--- src/rtl/sdram_port_arbiter.sv ---
// Two-requester round-robin arbiter in front of a single SDRAM controller slave port.
// Commands pass through combinationally while granted; a tag FIFO routes read data back.
module sdram_port_arbiter #(
    parameter int unsigned ADDR_W = 24,
    parameter int unsigned DATA_W = 16,
    parameter int unsigned MAX_RD = 8
) (
    input  logic                  clk_clk,
    input  logic                  reset_reset,

    input  logic [ADDR_W-1:0]     m0_address,
    input  logic                  m0_read,
    input  logic                  m0_write,
    input  logic [DATA_W-1:0]     m0_writedata,
    input  logic [DATA_W/8-1:0]   m0_byteenable,
    output logic                  m0_waitrequest,
    output logic [DATA_W-1:0]     m0_readdata,
    output logic                  m0_readdatavalid,

    input  logic [ADDR_W-1:0]     m1_address,
    input  logic                  m1_read,
    input  logic                  m1_write,
    input  logic [DATA_W-1:0]     m1_writedata,
    input  logic [DATA_W/8-1:0]   m1_byteenable,
    output logic                  m1_waitrequest,
    output logic [DATA_W-1:0]     m1_readdata,
    output logic                  m1_readdatavalid,

    output logic [ADDR_W-1:0]     s_address,
    output logic                  s_read,
    output logic                  s_write,
    output logic [DATA_W-1:0]     s_writedata,
    output logic [DATA_W/8-1:0]   s_byteenable,
    input  logic                  s_waitrequest,
    input  logic [DATA_W-1:0]     s_readdata,
    input  logic                  s_readdatavalid,

    output logic                  rd_underflow
);

    localparam int unsigned PTR_W = (MAX_RD > 1) ? $clog2(MAX_RD) : 1;
    localparam int unsigned CNT_W = PTR_W + 1;

    typedef enum logic {IDLE, ISSUE} state_t;

    state_t             state;
    logic               grant;
    logic               last_grant;
    logic [MAX_RD-1:0]  tag_mem;
    logic [PTR_W-1:0]   wr_ptr;
    logic [PTR_W-1:0]   rd_ptr;
    logic [CNT_W-1:0]   rd_count;

    logic rd_full;
    logic elig0;
    logic elig1;
    logic sel_read;
    logic sel_write;
    logic issuing;
    logic accept;
    logic push;
    logic pop;
    logic head;

    assign rd_full   = (rd_count == CNT_W'(MAX_RD));
    assign elig0     = (m0_read | m0_write) & ~(m0_read & rd_full);
    assign elig1     = (m1_read | m1_write) & ~(m1_read & rd_full);

    assign sel_read  = grant ? m1_read  : m0_read;
    assign sel_write = grant ? m1_write : m0_write;
    assign issuing   = (state == ISSUE);
    assign accept    = issuing & ~s_waitrequest;
    assign push      = accept & sel_read;
    assign pop       = s_readdatavalid & (rd_count != '0);
    assign head      = tag_mem[rd_ptr];

    // Granted requester drives the slave directly; read wins over a simultaneous write.
    assign s_read       = issuing & sel_read;
    assign s_write      = issuing & sel_write & ~sel_read;
    assign s_address    = grant ? m1_address    : m0_address;
    assign s_writedata  = grant ? m1_writedata  : m0_writedata;
    assign s_byteenable = grant ? m1_byteenable : m0_byteenable;

    assign m0_waitrequest   = ~(accept & ~grant);
    assign m1_waitrequest   = ~(accept &  grant);
    assign m0_readdatavalid = pop & ~head;
    assign m1_readdatavalid = pop &  head;
    assign m0_readdata      = s_readdata;
    assign m1_readdata      = s_readdata;

    // Arbitration FSM, read tag FIFO and underflow flag.
    always_ff @(posedge clk_clk) begin
        if (reset_reset) begin
            state        <= IDLE;
            grant        <= 1'b0;
            last_grant   <= 1'b1;
            wr_ptr       <= '0;
            rd_ptr       <= '0;
            rd_count     <= '0;
            rd_underflow <= 1'b0;
        end else begin
            case (state)
                IDLE: begin
                    if (elig0 && elig1) begin
                        grant <= ~last_grant;
                        state <= ISSUE;
                    end else if (elig0) begin
                        grant <= 1'b0;
                        state <= ISSUE;
                    end else if (elig1) begin
                        grant <= 1'b1;
                        state <= ISSUE;
                    end
                end
                ISSUE: begin
                    if (!s_waitrequest) begin
                        last_grant <= grant;
                        state      <= IDLE;
                    end
                end
                default: state <= IDLE;
            endcase

            if (push) begin
                tag_mem[wr_ptr] <= grant;
                wr_ptr          <= wr_ptr + PTR_W'(1);
            end
            if (pop) begin
                rd_ptr <= rd_ptr + PTR_W'(1);
            end
            case ({push, pop})
                2'b10:   rd_count <= rd_count + CNT_W'(1);
                2'b01:   rd_count <= rd_count - CNT_W'(1);
                default: rd_count <= rd_count;
            endcase

            if (s_readdatavalid && (rd_count == '0)) begin
                rd_underflow <= 1'b1;
            end
        end
    end

endmodule

--- config.mk ---
export PLATFORM = sky130hd
export DESIGN_NAME = sdram_port_arbiter
export DESIGN_NICKNAME = d
export VERILOG_FILES = /design/src/rtl/sdram_port_arbiter.sv
export SDC_FILE = /design/constraint.sdc
export NUM_CORES = 1
export LEC_CHECK = 0
export BUFFER_PORTS_ARGS = -buffer_cell sky130_fd_sc_hd__buf_2
export CORE_ASPECT_RATIO = 0.7
export CORE_MARGIN = 2
export CORE_UTILIZATION = 35
export DETAILED_ROUTE_END_ITERATION = 10
export HOLD_SLACK_MARGIN = 0.1
export PLACE_DENSITY = 0.79
export SLEW_MARGIN = 25
export SYNTH_ARGS = -nofsm -noshare
export SYNTH_HDL_FRONTEND = slang
export SYNTH_SLANG_ARGS = --single-unit
--- constraint.sdc ---
create_clock -name clk_clk -period 2.4 [get_ports clk_clk]
set_input_delay 0 -clock clk_clk [delete_from_list [all_inputs] [get_ports clk_clk]]
set_output_delay 0 -clock clk_clk [all_outputs]
set_load 0.005 [all_outputs]
; Word level (Yosys, flattened, before mapping)
; Cells that the tools add are included.
[word_totals]
in_bits = 108
out_inout_bits = 81
elab_cells = 74
ff_bits = 22
[op_classes]
magnitude_cmp = 3
n_eq_ne = 3
add_sub_neg = 4
bitwise_logic = 27
n_reduce_logical = 10
n_mux = 19
[op_table]
columns = op, n
row1 = 2-to-1 mux 24 bit, 1
row2 = 2-to-1 mux 16 bit, 1
row3 = AND 1 bit, 14
row4 = 2-to-1 mux 1 bit, 11
row5 = inverter 1 bit, 11
row6 = bitwise mux 8 bit, 1
row7 = "less-than comparator 3 x 4 -> 1 bit, second input constant", 2
row8 = one-hot mux 4 bit (2 select lines), 1
row9 = "adder 3 x 1 -> 3 bit, second input constant", 2
row10 = AND reduction 2 bit, 3
row11 = "adder 4 x 1 -> 4 bit, second input constant", 1
row12 = "equality test 4 bit, second input constant", 1
row13 = logical NOT 4 bit, 1
row14 = nonzero test 4 bit, 1
row15 = "subtractor 4 x 1 -> 4 bit, second input constant", 1
row16 = binary-select mux 1 bit (select 3 bit), 1
row17 = demux 1 bit (select 3 bit), 1
row18 = "greater-or-equal comparator 3 x 1 -> 1 bit, second input constant", 1
row19 = logical AND 1 bit, 3
row20 = nonzero test 3 bit, 1
row21 = "equality test 2 x 1 -> 1 bit, second input constant", 1
row22 = "equality test 2 bit, second input constant", 1
row23 = 2-to-1 mux 2 bit, 1
row24 = OR 1 bit, 2
row25 = other kinds (2), 2

; Longest topological paths before layout
[logic_depth]
word_depth = 8
ltp_mapped = 11
mapped_depth_nobuf = 10

; Worst setup path after synthesis
; OpenSTA, ideal clock, no wires.
[synth_timing]
kind = register to register
start = register rd_count[1]
end = register rd_count[2]
setup_time_ns = 0.071
required_time_ns = 2.329
path_slack_ns = 0.226
arrival_time_ns = 2.103
synth_period_minus_slack_ns = 2.174
stages_incl_launch_ff = 12
n_path_buf = 1
path_cell_list = dfxtp_1 -> buf_6 -> nor4_2 -> nand2b_4 -> inv_4 -> ha_1 -> xor2_1 -> ha_1 -> a21oi_1 -> xor2_1 -> or3_1 -> a21oi_1
[synth_via]
elab_chain_len = 4
word_cells_on_any_way = 8
cone_classes = add/sub: 2 / eq/ne: 2 / mux: 1 / bitwise: 1 / reduce/logical: 2
[synth_rtl]
columns = element, line
row1 = start: declaration, 52  ; logic [CNT_W-1:0] rd_count;
row2 = start signal: assignment, 132  ; 2'b10: rd_count <= rd_count + CNT_W'(1);
row3 = start signal: assignment, 133  ; 2'b01: rd_count <= rd_count - CNT_W'(1);
row4 = start signal: assignment, 134  ; default: rd_count <= rd_count;
row5 = nonzero test 4 bit, 74  ; assign pop = s_readdatavalid & (rd_count != '0);
row6 = AND 1 bit, 74
row7 = equality test 2 x 1 -> 1 bit / equality test 2 bit (equally long branches), 131  ; case ({push, pop})
row8 = one-hot mux 4 bit (2 select lines) / nonzero test 2 bit (equally long branches), -
; Several ways; a longest one is shown, not always the timed one.
; A chain may end at the register's enable or synchronous reset.

; Worst setup path after layout
[layout_timing]
start = register rd_count[0]
end = register rd_count[2]
; The elaborated chain is that of the path after synthesis.

==> impl_metrics.json <==
{
  "status": "completed",
  "grt_pass1_wl_um": 8250,
  "setup.worst_path.start_class": "flop",
  "count_of_filler_cells_inserted_in_the_layout": 484,
  "period_share_pct": 93.8,
  "fin_worst_hold_slack_ns": 0.121,
  "yosysSeqAreaShare_pct": 27.2,
  "post-dp-hpwl_um": 4090,
  "maxCapViolations": 0,
  "hold_violations": 0,
  "netlist.top_cell.by_area": "mux2_2",
  "synthCells": 198,
  "routability_congestion": 0.799,
  "cts-root-to-sink-buffers": 2,
  "avgSynthCellArea_um2": 9.67,
  "post-synth-top-area-fraction_pct": 25.9,
  "yosys.area_share.adder_pct": 3.27,
  "h-tree-depth": 1,
  "post_route_cells_drive_above_1_share_pct": 62.2,
  "global_route.usage.total_pct": 17.0,
  "postSynth.topFlopCell": "dfxtp_1",
  "area_occupied_by_multi_input_gates_um2": 1110,
  "cp_data_arrival_time_ns": 2.44,
  "post_drt_via_cell_ratio": 4.74,
  "die-height_um": 65.9,
  "routed_wire_length_per_instance_um": 14.1,
  "maxSlewViolCount": 0,
  "area_growth_syn_to_layout_pct": 41.5,
  "clk_transition_reported_paths_ns": 0.08,
  "syn_area_um2": 1920,
  "final_nets": 437,
  "finalSetupViolations": 0,
  "ys_types": 36,
  "cts-root-buf": "clkbuf_8",
  "parity_gate_share_of_the_synthesized_area_counting_xor_and_xnor_cells_pct": 2.74,
  "clock.fmax_mhz": 444,
  "worst_rel_slew_slack_pct": 59.1,
  "port-buffer-count": 140,
  "grt_max_degree": 57,
  "drcViolationCount": 0,
  "initial_utilization_pct": 36.4,
  "yosys-mux-area-fraction_pct": 30.2,
  "synth-compound-area-share_pct": 5.16,
  "wl_um": 5560,
  "insertion_delay_ns": 0.26,
  "cts.sink_count": 22,
  "main_combinational_cell_family_by_area_after_synthesis": "multiplexers",
  "async_reset_ff_share_pct": 0,
  "timing.clock.skew_ns": 0.00976,
  "yosys_warnings": 0,
  "synth-edff-count": 8,
  "sum_of_internal_switching_and_leakage_power_uw": 1430,
  "floorplan.rows": 22,
  "total_nets_after_synthesis": 311,
  "die_width_um": 92.4,
  "crit_path_max_fanout": 6,
  "layout.area.seq_um2": 524,
  "initial_antenna_violation_count": 0,
  "dieArea_um2": 6090,
  "antennaDiodeCount": 0,
  "simple_gate_area_share_of_the_yosys_netlist_pct": 15.9,
  "grt-ovfl-total": 0,
  "grt_pass1_vias": 1801,
  "synth.area.top_cells": "mux2_2 (26%), dfxtp_1 (15%), buf_4 (13%), edfxtp_1 (13%), nor2_1 (4.1%)",
  "drt-initial-drc-count": 109,
  "period_needed_ns": 2.25,
  "cts.repair_timing.setup_buffer_count": 0,
  "pin_count": 189,
  "drt-pass1-iter-count": 4,
  "floorplan.core_area_um2": 5260,
  "cp-end-kind": "flop",
  "ys_seq_elements": 22,
  "vdd_ir_drop_max_v": 0.000258,
  "worst-slew-pin-transition_ns": 0.614,
  "crit_required_ns": 2.59,
  "final_antenna_violating_net_count": 0,
  "power-per-cell-area_nw_per_um2": 529,
  "cts_inserted_buffers": 3,
  "criticalPathCategory": "reg -> reg",
  "cts_tree": "built",
  "route.vias.total": 1873,
  "hold_class": "in -> reg",
  "leakage_uw": 0.00126
}
==> worst max-delay path, cell delays in order, from the launching register on <==
cell and delay, ns:
dfxtp_1 0.34, nor4_4 0.29, nand2b_4 0.20, inv_4 0.05, ha_1 0.24, xor2_1 0.17, ha_1 0.20, a21oi_1 0.14
xor2_1 0.10, or3_1 0.31, a21oi_1 0.14
==> synth_stat cells (all sizes together) (4+ instances only) <==
master / count
mux2: 44
buf: 39
nor2: 21
dfxtp: 14
nand2: 12
a21oi: 10
edfxtp: 8
ha: 5
nand2b: 5
xor2: 5
nor2b: 4
==> report_power, final <==
group | total, µW | internal (µW) | leakage [µW] | switching [µW]
sequential | 462 | 422 | 0.000189 | 40.0
combinational | 628 | 351 | 0.00103 | 276
clock | 344 | 223 | 0.0000357 | 121
total | 1430 | 996 | 0.00126 | 437
==> cell usage in the layout (no fill, tap or decap), types with 2 or more instances in the layout <==
master | synthesis | final
buf_2 | 5 | 140
xor2_1 | 5 | 5
dfxtp_1 | 14 | 11
buf_4 | 32 | 3
a21oi_1 | 10 | 10
nor2_1 | 21 | 20
mux2_2 | 44 | 44
edfxtp_1 | 8 | 8
nand2_1 | 11 | 11
dfxtp_2 | 0 | 3
o21ai_0 | 3 | 3
clkbuf_8 | 0 | 3
ha_1 | 5 | 5
nand2b_1 | 4 | 4
dlygate4sd3_1 | 0 | 18
mux2i_1 | 3 | 3
mux4_1 | 2 | 2
and2_1 | 2 | 2
nor3_1 | 3 | 3
nor2b_1 | 4 | 4
inv_1 | 2 | 2
or3_1 | 2 | 2
==> state kept, by name (all words and copies together) (netlist names) <==
| register | count |
|---|---|
| last_grant | 1 |
| rd_ptr | 3 |
| rd_underflow | 1 |
| rd_count | 4 |
| issuing | 1 |
| wr_ptr | 3 |
| tag_mem | 8 |
| grant | 1 |
==> final cells by class <==
class                   count  share of cell area [%]
flip-flops and latches     22                    19.3
multi-input cells         133                    40.9
inverters                   3                   0.508
repair buffers            161                    33.3
clock buffers               3                    1.52
well taps                  72                    3.32
clock inverters             1                    1.11
==> what timing repair did <==
item                                    CTS  global route
hold buffers                             18             0
endpoints found under the setup margin    0             1
gates resized for setup                   0             4
hold endpoints to repair                 35             0
==> cell families after synthesis <==
| logic type | count (synthesis) |
|---|---|
| and+or+nand+nor | 56 |
| muxes | 49 |
| buffers and inverters | 43 |
| DFF | 22 |
| AOI/OAI and AO/OA | 17 |
| xor gates and xnor gates | 6 |
| adders and majority gates | 5 |
==> path summary, 6_finish.rpt <==
path	start	endpoint	slack, ns	cells past startpoint
worst min register to register	rd_underflow	rd_underflow	0.49	2
worst min-delay path	s_waitrequest	last_grant	0.12	4
worst max register to register	rd_count[0]	rd_count[2]	0.15	10
worst max-delay path	rd_count[0]	rd_count[2]	0.15	10
==> routing by layer <==
metal  GRT usage (%)  wire, µm
met4            2.05        34
met5               0         0
met3            5.59       397
met1            19.1      2200
met2            32.3      2930
==> metrics by stage <==
step	setup slack (ns)	instance area [µm²]	instances	setup TNS, ns	utilization, %
6_report	0.149	2710	395	0	51.6
5_1_grt	-0.0171	2710	395	-0.0171	51.6
4_1_cts	0.0794	2700	395	0	51.3
3_5_place_dp	0.0983	2450	373	0	46.5
3_3_place_gp	0.202	2450	373	0	46.5
2_1_floorplan	0.226	1920	198	0	-
(Power assumes the default switching activity.)
